--- config.mk ---
export PLATFORM = sky130hd
export DESIGN_NAME = jk_excitation_driver
export DESIGN_NICKNAME = d
export VERILOG_FILES = /design/src/rtl/jk_pkg.sv /design/src/rtl/jk_excite_cell.sv /design/src/rtl/jk_excitation_driver.sv
export SDC_FILE = /design/constraint.sdc
export NUM_CORES = 1
export LEC_CHECK = 0
export ABC_CLOCK_PERIOD_IN_PS = 1700
export CORE_MARGIN = 2
export CORE_UTILIZATION = 25
export CTS_CLUSTER_DIAMETER = 150
export CTS_CLUSTER_SIZE = 20
export DETAILED_ROUTE_END_ITERATION = 6
export GPL_TIMING_DRIVEN = 0
export PLACE_DENSITY = 0.5
export SLEW_MARGIN = 5
export SYNTH_ARGS = -nofsm -noshare
export SYNTH_HDL_FRONTEND = slang
export SYNTH_SLANG_ARGS = --single-unit
--- constraint.sdc ---
create_clock -name i_clk -period 1.7 [get_ports i_clk]
set_input_delay 0.17 -clock i_clk [delete_from_list [all_inputs] [get_ports i_clk]]
set_output_delay 0.17 -clock i_clk [all_outputs]
set_load 0.01 [all_outputs]
--- src/rtl/jk_pkg.sv ---
// Shared types and per-bit JK excitation rule for the excitation driver.
// Latency: none (types and a pure function).
// Backpressure: not applicable.
package jk_pkg;

    typedef enum logic [1:0] {
        IDLE  = 2'd0,
        DRIVE = 2'd1,
        CHECK = 2'd2
    } state_t;

    // {J,K} encodings of the four JK actions
    localparam logic [1:0] JK_HOLD   = 2'b00;
    localparam logic [1:0] JK_RESET  = 2'b01;
    localparam logic [1:0] JK_SET    = 2'b10;
    localparam logic [1:0] JK_TOGGLE = 2'b11;

    // Returns {J,K} that moves one flip-flop from q to t. With xfill set the
    // don't-care input is driven high, so transitions turn into toggles and
    // holds become explicit set/reset.
    function automatic logic [1:0] jk_excite(input logic q, input logic t, input logic xfill);
        logic [1:0] r_jk;
        case ({q, t})
            2'b00:   r_jk = xfill ? JK_RESET  : JK_HOLD;
            2'b01:   r_jk = xfill ? JK_TOGGLE : JK_SET;
            2'b10:   r_jk = xfill ? JK_TOGGLE : JK_RESET;
            default: r_jk = xfill ? JK_SET    : JK_HOLD;
        endcase
        return r_jk;
    endfunction

endpackage

--- src/rtl/jk_excite_cell.sv ---
// Per-bit J/K excitation from current Q and target bit.
// Latency: purely combinational.
// Backpressure: none.
module jk_excite_cell
    import jk_pkg::*;
#(
    parameter bit XFILL = 1'b0
) (
    input  logic i_q,
    input  logic i_tgt,
    output logic o_j,
    output logic o_k
);

    logic [1:0] w_jk;

    assign w_jk = jk_excite(i_q, i_tgt, XFILL);
    assign o_j  = w_jk[1];
    assign o_k  = w_jk[0];

endmodule

--- src/rtl/jk_excitation_driver.sv ---
// Drives a JK flip-flop bank to requested target words and verifies the result.
// Latency: 3 edges from accept to done pulse; one target every 3 cycles.
// Backpressure: o_tgt_ready low in DRIVE/CHECK; the source holds i_tgt_valid until accepted.
module jk_excitation_driver
    import jk_pkg::*;
#(
    parameter int WIDTH = 4,
    parameter int CNT_W = 8,
    parameter bit XFILL = 1'b0
) (
    input  logic             i_clk,
    input  logic             i_reset,
    input  logic             i_tgt_valid,
    output logic             o_tgt_ready,
    input  logic [WIDTH-1:0] i_tgt_data,
    input  logic [WIDTH-1:0] i_q_in,
    output logic [WIDTH-1:0] o_jk_j,
    output logic [WIDTH-1:0] o_jk_k,
    output logic             o_busy,
    output logic             o_done,
    output logic             o_err,
    output logic [WIDTH-1:0] o_err_mask,
    output logic [CNT_W-1:0] o_err_count,
    input  logic             i_err_clr
);

    localparam logic [CNT_W-1:0] CNT_MAX = '1;

    state_t           r_state;
    state_t           w_state_nxt;
    logic [WIDTH-1:0] r_tgt;
    logic [WIDTH-1:0] r_j;
    logic [WIDTH-1:0] r_k;
    logic             r_done;
    logic             r_err;
    logic [WIDTH-1:0] r_err_mask;
    logic [CNT_W-1:0] r_err_count;

    logic [WIDTH-1:0] w_exc_j;
    logic [WIDTH-1:0] w_exc_k;
    logic [WIDTH-1:0] w_diff;
    logic [WIDTH-1:0] w_tgt_nxt;
    logic [WIDTH-1:0] w_j_nxt;
    logic [WIDTH-1:0] w_k_nxt;
    logic             w_done_nxt;
    logic             w_err_nxt;
    logic [WIDTH-1:0] w_mask_nxt;
    logic [CNT_W-1:0] w_cnt_nxt;

    // Excitation is taken from the live Q feedback at the accept edge.
    for (genvar g = 0; g < WIDTH; g++) begin : g_cell
        jk_excite_cell #(
            .XFILL (XFILL)
        ) u_cell (
            .i_q   (i_q_in[g]),
            .i_tgt (i_tgt_data[g]),
            .o_j   (w_exc_j[g]),
            .o_k   (w_exc_k[g])
        );
    end

    assign w_diff = i_q_in ^ r_tgt;

    // State register; reset parks the driver in IDLE.
    always_ff @(posedge i_clk or negedge i_reset) begin
        if (!i_reset) begin
            r_state <= IDLE;
        end else begin
            r_state <= w_state_nxt;
        end
    end

    // Next state and next values of every registered output.
    always_comb begin
        w_state_nxt = r_state;
        w_tgt_nxt   = r_tgt;
        w_j_nxt     = '0;
        w_k_nxt     = '0;
        w_done_nxt  = 1'b0;
        w_err_nxt   = 1'b0;
        w_mask_nxt  = r_err_mask;
        w_cnt_nxt   = r_err_count;
        case (r_state)
            IDLE: begin
                if (i_tgt_valid) begin
                    w_tgt_nxt   = i_tgt_data;
                    w_j_nxt     = w_exc_j;
                    w_k_nxt     = w_exc_k;
                    w_state_nxt = DRIVE;
                end
            end
            DRIVE: begin
                // bank samples J/K on this edge; they return to hold after it
                w_state_nxt = CHECK;
            end
            CHECK: begin
                w_state_nxt = IDLE;
                w_done_nxt  = 1'b1;
                if (|w_diff) begin
                    w_err_nxt  = 1'b1;
                    w_mask_nxt = w_diff;
                    if (r_err_count != CNT_MAX) begin
                        w_cnt_nxt = r_err_count + CNT_W'(1);
                    end
                end
            end
            default: begin
                w_state_nxt = IDLE;
            end
        endcase
        // clear wins over a coincident mismatch; the err pulse still goes out
        if (i_err_clr) begin
            w_mask_nxt = '0;
            w_cnt_nxt  = '0;
        end
    end

    // Registered outputs and latched target; reset drops J/K to hold at once.
    always_ff @(posedge i_clk or negedge i_reset) begin
        if (!i_reset) begin
            r_tgt       <= '0;
            r_j         <= '0;
            r_k         <= '0;
            r_done      <= 1'b0;
            r_err       <= 1'b0;
            r_err_mask  <= '0;
            r_err_count <= '0;
        end else begin
            r_tgt       <= w_tgt_nxt;
            r_j         <= w_j_nxt;
            r_k         <= w_k_nxt;
            r_done      <= w_done_nxt;
            r_err       <= w_err_nxt;
            r_err_mask  <= w_mask_nxt;
            r_err_count <= w_cnt_nxt;
        end
    end

    assign o_tgt_ready = (r_state == IDLE);
    assign o_busy      = (r_state != IDLE);
    assign o_jk_j      = r_j;
    assign o_jk_k      = r_k;
    assign o_done      = r_done;
    assign o_err       = r_err;
    assign o_err_mask  = r_err_mask;
    assign o_err_count = r_err_count;

endmodule

==> results of run 1 <==
stage by stage:
stage	cells	power [mW]	setup WS, ns	TNS [ns]	hold slack [ns]
floorplan	104	0.996	0.140	0	-0.126
global placement	208	1.16	-0.172	-0.696	0.443
detailed placement	208	1.17	-0.212	-0.952	0.450
CTS	211	1.52	0.0197	0	0.371
global route	215	1.59	0.00423	0	0.398
finish	215	1.49	0.0479	0	0.375
routing by layer:
layer,global-route usage (%),routed length [µm],up-vias
met1,13.7,1150,465
li1,-,-,452
met4,1.75,23,0
met5,0,0,-
met3,3.57,141,2
met2,16.4,1310,22
cell families after synthesis:
logic type                 synth area share, %
muxes                                     9.70
xor gates and xnor gates                  5.04
buffers and inverters                     2.71
and+or+nand+nor                           21.7
AOI/OAI and AO/OA                         5.53
DFF                                       54.3
adders and majority gates                0.970
synthesized netlist by cell type:
library cell | count | share of area (%)
a41oi_1 | 1 | 0.68
nand3b_1 | 1 | 0.58
and3_1 | 1 | 0.49
nor2b_1 | 6 | 2.9
mux2_1 | 2 | 1.7
a211oi_1 | 4 | 2.3
ha_1 | 1 | 0.97
nor3b_1 | 8 | 4.7
mux2i_1 | 2 | 1.6
a41oi_4 | 1 | 2.1
a21oi_1 | 1 | 0.39
nand4_1 | 3 | 1.5
inv_1 | 3 | 0.87
xnor2_2 | 4 | 5.0
and2b_1 | 1 | 0.58
and4bb_1 | 3 | 2.9
buf_2 | 1 | 0.39
clkbuf_1 | 1 | 0.29
nand2b_1 | 3 | 1.5
mux2_4 | 1 | 1.2
nor2_1 | 11 | 3.2
mux2_2 | 6 | 5.2
nand2_1 | 3 | 0.87
buf_6 | 1 | 0.87
buf_1 | 1 | 0.29
nand3_1 | 2 | 0.78
dfrtp_1 | 28 | 54
and4_1 | 1 | 0.68
nor3_1 | 3 | 1.2
what timing repair did:
item	CTS	global route
buffers inserted	0	3
hold endpoints to repair	0	28
pin swaps	1	1
hold buffers	0	1
gates cloned	0	0
gates resized for setup	2	0
setup endpoints to repair	5	5
worst min-delay path, delay by kind of cell:
family / cells / cell delay [ns]
AND/OR/NAND/NOR: 1 / 0.13
buffers and inverters: 1 / 0.18
multiplexers: 1 / 0.13
power by group:
group,switching [mW],internal [mW]
combinational,0.178,0.205
clock,0.182,0.159
sequential,0.0416,0.728
cell type report:
class | count | area share, %
sequential | 28 | 39.1
multi-input combinational | 69 | 31.2
timing repair buffer | 38 | 20.5
tap | 70 | 4.89
clock buffer | 3 | 2.30
buffer | 4 | 1.33
inverter | 3 | 0.628
flip-flops by register name (all words and copies together), names as in the netlist:
| name | flops |
|---|---|
| o_err | 1 |
| r_tgt | 4 |
| o_jk_k | 4 |
| o_jk_j | 4 |
| o_err_mask | 4 |
| r_state | 2 |
| o_err_count | 8 |
| o_done | 1 |
worst max path at each step:
| stage | start | to | depth (start not counted) |
|---|---|---|---|
| 2_1_floorplan | o_err_count[0] | o_err_count[5] | 5 |
| 3_3_place_gp | i_q_in[2] | o_err_count[5] | 5 |
| 3_5_place_dp | i_q_in[2] | o_err_count[5] | 5 |
| 4_1_cts | o_err_count[0] | o_err_count[5] | 5 |
| 5_1_grt | r_tgt[2] | o_err_count[5] | 4 |
| 6_report | r_tgt[2] | o_err_count[5] | 4 |
==> impl_metrics.csv, run 1 <==
group,metric,value,unit
floorplanning,num_io_pins,36,
sta,period_minus_slack,1.65,ns
sta,post-route-period-util,97.2,%
power_and_ir_drop,ir_drop,630,µV
synth,synth-seq-cells,28,
final_layout,final_util,35.5,%
synth,syn_inst,104,
sta,setup_viol,0,
cts,clkSinkCount,28,
sta,worst_slew_pin_slew,0.607,ns
sta,clock_skew,0.00738,ns
global_route,first_global_vias,921,
critical_path,r2r_end,"o_err_count[5]",
synth,netlist_area,1290,µm²
final_layout,multi_input_area,559,µm²
critical_path,required,1.86,ns
final_layout,mostFrequentLayoutCell,"clkdlybuf4s50_1",
cts,cts_tree,"yes",
outcome,status,"finished, final reports clean",
power_and_ir_drop,power.density,833,nW/µm²
final_layout,area_growth,38.9,%
min_path,whs_path_depth,3,
synth,synth_seq_area_share,54.3,%
detailed_routing,first_iter_violations,53,
critical_path,arrival,1.81,ns
floorplanning,num_rows,26,
critical_path,cp_num_buf_inv,0,
critical_path,worstPathMaxFanout,7,
critical_path,end_kind,"register",
final_layout,mostFrequentLayoutCells,"33 x clkdlybuf4s50_1, 28 x dfrtp_1, 10 x nor2_1",
synth,ys_warn_count,0,
critical_path,slowest_stage,"dfrtp_1",
final_layout,fillCellCount,524,
floorplanning,die_w,75.8,µm
placed_design,postPlaceCellArea,1720,µm²
cts,clk_pin_slew,0.09,ns
final_layout,layout-drive-gt1-share,15.9,%
floorplanning,core-area,5040,µm²
critical_path,path_class,"register to register",
critical_path,path_cells,"xnor2_2 > a41oi_4 > and4bb_1 > mux2_1",
critical_path,r2r_setup_slack,0.05,ns
placed_design,place_congestion,0.768,
detailed_routing,ant_nets,0,
global_route,gr-usage-all-layers,10.3,%
sta,rsz0062_at_grt,"no",
cts,numCtsBuffers,3,
detailed_routing,drcViolationCount,0,
final_layout,seqCellArea,701,µm²
final_layout,final_area,1790,µm²
detailed_routing,first_pass_iters,4,
min_path,worstHoldStart,"i_err_clr",
cts,clk_latency,0.27,ns
sta,maxSlewViolCount,0,
detailed_routing,routed_wl,2630,µm
critical_path,crit_path_start_kind,"register",
min_path,min_to,"o_err_count[5]",
detailed_routing,via_count,941,
floorplanning,die-height,75.8,µm
critical_path,r2r-start,"r_tgt[2]",
power_and_ir_drop,leakagePower,0.763,nW
synth,synth_nets,117,
floorplanning,die-area,5750,µm²
floorplanning,start_util,25.6,%
detailed_routing,drt-vias-per-instance,4.38,
critical_path,crit_family,"flip-flops",
critical_path,reg2regPathDepth,4,
cts,htreeDepth,1,
synth,avgSynthCellArea,12.4,µm²
min_path,hp-class,"primary input to register",
detailed_routing,routedWlPerCell,12.2,µm
global_route,grt.overflow.total,0,
placed_design,portBuffers,34,
sta,hold_viol_final,0,
critical_path,crit_path_max_incr_delay,0.42,ns
global_route,grt_max_degree,29,
sta,slew-limit-headroom,59.5,%
global_route,antenna_found_initial,0,
placed_design,dp_hpwl,2040,µm
cts,root_buffer,"clkbuf_8",
final_layout,diodes,0,
global_route,grt_pass1_wl,4400,µm
synth,synth_cell_types,29,
final_layout,finalNetCount,160,
flow_run,drv_cap,0,
cts,clk_path_buf_depth,2,
sta,timing.fmax,605,MHz
(Power assumes the default switching activity.)
==> run 2: changes to the inputs <==
- GPL_TIMING_DRIVEN: 0 -> not set
==> run 2 against run 1 <==
Maximum frequency grew 2.2%. Clock skew is essentially flat. Critical path depth rose by 1. Largest cell class unchanged. Routed wire length up 5.2%. Sequential share of layout area is 1.9 points lower. Global-route usage is 0.12 points higher.
==> impl_metrics.csv, run 2 (synthesis results as in run 1) <==
group,metric,value,unit
critical_path,path_class,"register to register",
outcome,status,"finished, final reports clean",
placed_design,portBuffers,35,
detailed_routing,top_layer,"met4",
sta,worst_slew_pin_slew,0.458,ns
critical_path,crit_path_start_kind,"register",
critical_path,r2r-start,"o_err_count[1]",
sta,maxSlewViolCount,0,
placed_design,place_congestion,0.711,
cts,htreeDepth,1,
detailed_routing,routedWlPerCell,12.5,µm
floorplanning,die-area,5750,µm²
final_layout,mostFrequentLayoutCell,"clkdlybuf4s50_1",
power_and_ir_drop,leakagePower,0.815,nW
critical_path,required,1.86,ns
critical_path,worstPathMaxFanout,5,
final_layout,final_util,37.3,%
cts,clk_latency,0.28,ns
critical_path,path_cells,"ha_2 > nand4_1 > nor2_4 > and4bb_1 > mux2_1",
floorplanning,start_util,25.6,%
global_route,gr-usage-all-layers,10.4,%
sta,setup_viol,0,
placed_design,place_ws,-0.141,ns
sta,hold_viol_final,0,
floorplanning,die_w,75.8,µm
min_path,hp-class,"primary input to async pin",
sta,rsz0062_at_grt,"no",
critical_path,cp-startpoint,"o_err_count[1]",
cts,clk_path_buf_depth,2,
sta,slew-limit-headroom,69.3,%
cts,root_buffer,"clkbuf_8",
floorplanning,die-height,75.8,µm
global_route,grt_pass1_wl,4440,µm
cts,clk_pin_slew,0.10,ns
critical_path,end_kind,"register",
critical_path,crit_family,"simple AND/OR/NAND/NOR gates",
sta,period_minus_slack,1.62,ns
floorplanning,core-area,5040,µm²
final_layout,mostFrequentLayoutCells,"35 x clkdlybuf4s50_1, 28 x dfrtp_1, 13 x buf_4",
cts,postCtsHoldBufs,0,
cts,cts_tree,"yes",
detailed_routing,wl_met1,1270,µm
power_and_ir_drop,power,1.73,mW
final_layout,largest_reg_flops,8,
detailed_routing,first_pass_iters,4,
placed_design,dp.cells,217,
detailed_routing,routed_wl,2770,µm
detailed_routing,drt-vias-per-instance,4.28,
final_layout,fillCellCount,503,
flow_run,drv_cap,0,
sta,holdWs,0.269,ns
final_layout,area_growth,46.0,%
global_route,grt_max_degree,29,
global_route,first_global_vias,956,
sta,post-route-period-util,95.1,%
sta,timing.final.ws_setup,0.0827,ns
sta,clock_skew,0.00717,ns
power_and_ir_drop,ir_drop,565,µV
placed_design,dp_hpwl,2030,µm
final_layout,fin_cells,222,
power_and_ir_drop,swShare,25.7,%
cts,clkSinkCount,28,
detailed_routing,first_iter_violations,49,
power_and_ir_drop,power.density,921,nW/µm²
critical_path,arrival,1.78,ns
detailed_routing,wl_met2,1360,µm
critical_path,cp_num_buf_inv,0,
power_and_ir_drop,comb_power_share,25.0,%
detailed_routing,met3_length,110,µm
detailed_routing,via_count,951,
floorplanning,num_io_pins,36,
detailed_routing,ant_nets,0,
global_route,antenna_found_initial,0,
final_layout,layout-drive-gt1-share,20.4,%
final_layout,diodes,0,
power_and_ir_drop,seqPwrFrac,44.5,%
floorplanning,num_rows,26,
detailed_routing,drcViolationCount,0,
cts,numCtsBuffers,3,
power_and_ir_drop,clockPowerShare,30.5,%
global_route,grt.overflow.total,0,
power_and_ir_drop,p_sw,0.445,mW
final_layout,final_area,1880,µm²
final_layout,finalNetCount,166,
critical_path,slowest_stage,"dfrtp_1",
power_and_ir_drop,p_int,1.29,mW
placed_design,postPlaceCellArea,1790,µm²
sta,tns,0,ns
sta,timing.fmax,618,MHz
critical_path,crit_path_max_incr_delay,0.38,ns
run 2: cell count changes in the layout (fill, tap and decap cells not counted), sizes merged:
cell           delta
dlygate4sd3       -1
buf               +6
clkdlybuf4s50     +2
clkbuf            -1
bufinv            +1
run 2: timing repair:
| action | 4_1_cts | 5_1_grt |
|---|---|---|
| buffers inserted | 0 | 1 |
| gates resized for setup | 1 | 2 |
| setup endpoints to repair | 2 | 5 |
| gates cloned | 0 | 0 |
| pin swaps | 0 | 1 |
run 2: final cells by class:
cell class / count / area [µm²] / area share, %
Sequential cell: 28 / 701 / 37.2
Tap cell: 70 / 87.6 / 4.65
Clock inverter: 1 / 30.0 / 1.59
Clock buffer: 3 / 41.3 / 2.19
Multi-Input combinational cell: 69 / 564 / 30.0
Timing Repair Buffer: 48 / 448 / 23.8
Inverter: 3 / 11.3 / 0.598
run 2: final timing paths:
kind / to / slack, ns / depth (start not counted)
setup / recovery: o_err_count[6] / 0.08 / 5
hold / removal: o_jk_j[3] / 0.27 / 2
setup reg to reg: o_err_count[6] / 0.08 / 5
hold reg to reg: r_state[1] / 0.46 / 1
max in group asynchronous: o_err_count[5] / 1.16 / 2
min in group i_clk: r_state[1] / 0.46 / 1
run 2: routing by layer:
metal / up-vias / track usage (%)
met5: - / 0
met4: 0 / 2.34
met3: 2 / 3.17
met2: 23 / 16.8
met1: 466 / 13.8
li1: 460 / -
run 2: power groups by stage:
| stage | sequential (mW) | combinational (mW) | clock [mW] |
|---|---|---|---|
| after floorplan | 0.797 | 0.199 | 0 |
| after global placement | 0.783 | 0.425 | 0 |
| after detailed placement | 0.786 | 0.437 | 0 |
| after CTS | 0.772 | 0.439 | 0.551 |
| after global routing | 0.778 | 0.472 | 0.579 |
| final | 0.771 | 0.433 | 0.530 |
==> run 3: changes to the inputs <==
- ABC_CLOCK_PERIOD_IN_PS: 1700 -> 2000
- CTS_CLUSTER_DIAMETER: 150 -> 30
- clock period: 1.7 -> 2 ns (I/O delays scaled with it)
==> run 3 against run 2 <==
Global-route usage up 0.20 points. Clock power down 18%. Cell count down 5.0%. Largest cell class unchanged. Routed wire length down 6.5%.
==> impl_metrics.csv, run 3 (synthesis results as in run 1) <==
group,metric,value,unit
global_route,grt.overflow.total,0,
outcome,status,"finished, final reports clean",
final_layout,finalNetCount,155,
placed_design,dp.cells,207,
power_and_ir_drop,ir_drop,457,µV
critical_path,reg2regPathDepth,5,
detailed_routing,first_iter_violations,42,
sta,clock_skew,0.00577,ns
floorplanning,die-area,5750,µm²
global_route,grt_pass1_wl,4510,µm
detailed_routing,first_pass_iters,4,
floorplanning,die-height,75.8,µm
final_layout,fillCellCount,503,
floorplanning,core-area,5040,µm²
placed_design,dp_hpwl,1980,µm
final_layout,fin_cells,211,
cts,clkSinkCount,28,
cts,root_buffer,"clkbuf_8",
cts,clk_path_buf_depth,2,
placed_design,place_congestion,0.682,
sta,hold_viol_final,0,
cts,postCtsHoldBufs,0,
detailed_routing,ant_nets,0,
detailed_routing,via_count,891,
final_layout,diodes,0,
critical_path,path_class,"register to register",
sta,worst_slew_pin_slew,0.621,ns
final_layout,seqCellArea,701,µm²
sta,slew-limit-headroom,58.5,%
sta,holdWs,0.314,ns
sta,period_minus_slack,1.74,ns
sta,rsz0062_at_grt,"no",
global_route,first_global_vias,908,
cts,cts_tree,"yes",
cts,cts_resized,0,
final_layout,layout-drive-gt1-share,12.8,%
global_route,antenna_found_initial,0,
global_route,grt_max_degree,29,
critical_path,worstPathMaxFanout,5,
critical_path,required,2.16,ns
final_layout,mostFrequentLayoutCells,"35 x clkdlybuf4s50_1, 28 x dfrtp_1, 11 x nor2_1",
detailed_routing,routed_wl,2590,µm
min_path,hp-class,"primary input to async pin",
power_and_ir_drop,leakagePower,0.763,nW
power_and_ir_drop,power.density,784,nW/µm²
detailed_routing,routedWlPerCell,12.3,µm
cts,htreeDepth,1,
sta,maxSlewViolCount,0,
floorplanning,num_rows,26,
detailed_routing,drt-vias-per-instance,4.22,
cts,numCtsBuffers,3,
critical_path,crit_path_start_kind,"register",
global_route,gr-usage-all-layers,10.6,%
final_layout,mostFrequentLayoutCell,"clkdlybuf4s50_1",
cts,post_cts_buffers,0,
flow_run,drv_cap,0,
placed_design,portBuffers,35,
final_layout,multi_input_area,554,µm²
floorplanning,die_w,75.8,µm
critical_path,arrival,1.90,ns
floorplanning,start_util,25.6,%
final_layout,area_growth,38.8,%
detailed_routing,drcViolationCount,0,
sta,tns,0,ns
critical_path,end_kind,"register",
cts,clk_pin_slew,0.09,ns
sta,setup_viol,0,
sta,post-route-period-util,87.0,%
final_layout,largest_reg_flops,8,
cts,clk_latency,0.27,ns
sta,timing.fmax,575,MHz
floorplanning,num_io_pins,36,
run 3: cell types whose count changed in the layout (fill, tap and decap cells not counted):
cell	before	now
ha_2	1	0
ha_1	0	1
buf_4	13	2
nor2_1	10	11
nor2_4	1	0
run 3: path summary, 6_finish.rpt:
path / start / to / slack, ns
max in group asynchronous: i_reset / r_tgt[0] / 1.42
hold / removal: i_reset / r_state[1] / 0.31
hold reg to reg: r_state[1] / r_state[1] / 0.46
setup reg to reg: o_err_count[0] / o_err_count[5] / 0.26
min in group i_clk: r_state[1] / r_state[1] / 0.46
setup / recovery: o_err_count[0] / o_err_count[5] / 0.26
run 3: worst max-delay path, stage by stage, from the launching register on:
cell and delay (ns):
dfrtp_1 0.42, ha_1 0.25, nand4_1 0.16, nor2_1 0.27
and4bb_1 0.23, mux2_1 0.31
run 3: layout make-up:
class	instances	share of cell area [%]
timing repair buffer	37	20.4
tap	70	4.89
multi-input combinational	69	31.0
clock inverter	1	1.68
sequential	28	39.1
inverter	3	0.629
clock buffer	3	2.31
run 3: where the power goes:
part / total [mW] / internal [mW] / switching (mW) / leakage [nW]
Clock: 0.435 / 0.268 / 0.167 / 0.0357
Sequential: 0.658 / 0.619 / 0.0391 / 0.374
Combinational: 0.311 / 0.167 / 0.144 / 0.354
run 3: routing by layer:
| layer | vias to the layer above | track usage [%] | routed length [µm] |
|---|---|---|---|
| li1 | 437 | - | - |
| met1 | 435 | 13.8 | 1170 |
| met2 | 17 | 17.0 | 1270 |
| met3 | 2 | 3.70 | 125 |
| met4 | 0 | 2.34 | 18 |
| met5 | - | 0 | 0 |
run 3: stage by stage:
stage	setup slack [ns]	utilization (%)	cell area [µm²]	power, mW
6_report	0.259	35.5	1790	1.40
4_1_cts	0.258	35.5	1790	1.43
3_3_place_gp	0.122	34.1	1720	0.978
2_1_floorplan	0.440	-	1290	0.847
5_1_grt	0.0947	35.5	1790	1.49
3_5_place_dp	0.0822	34.1	1720	0.986
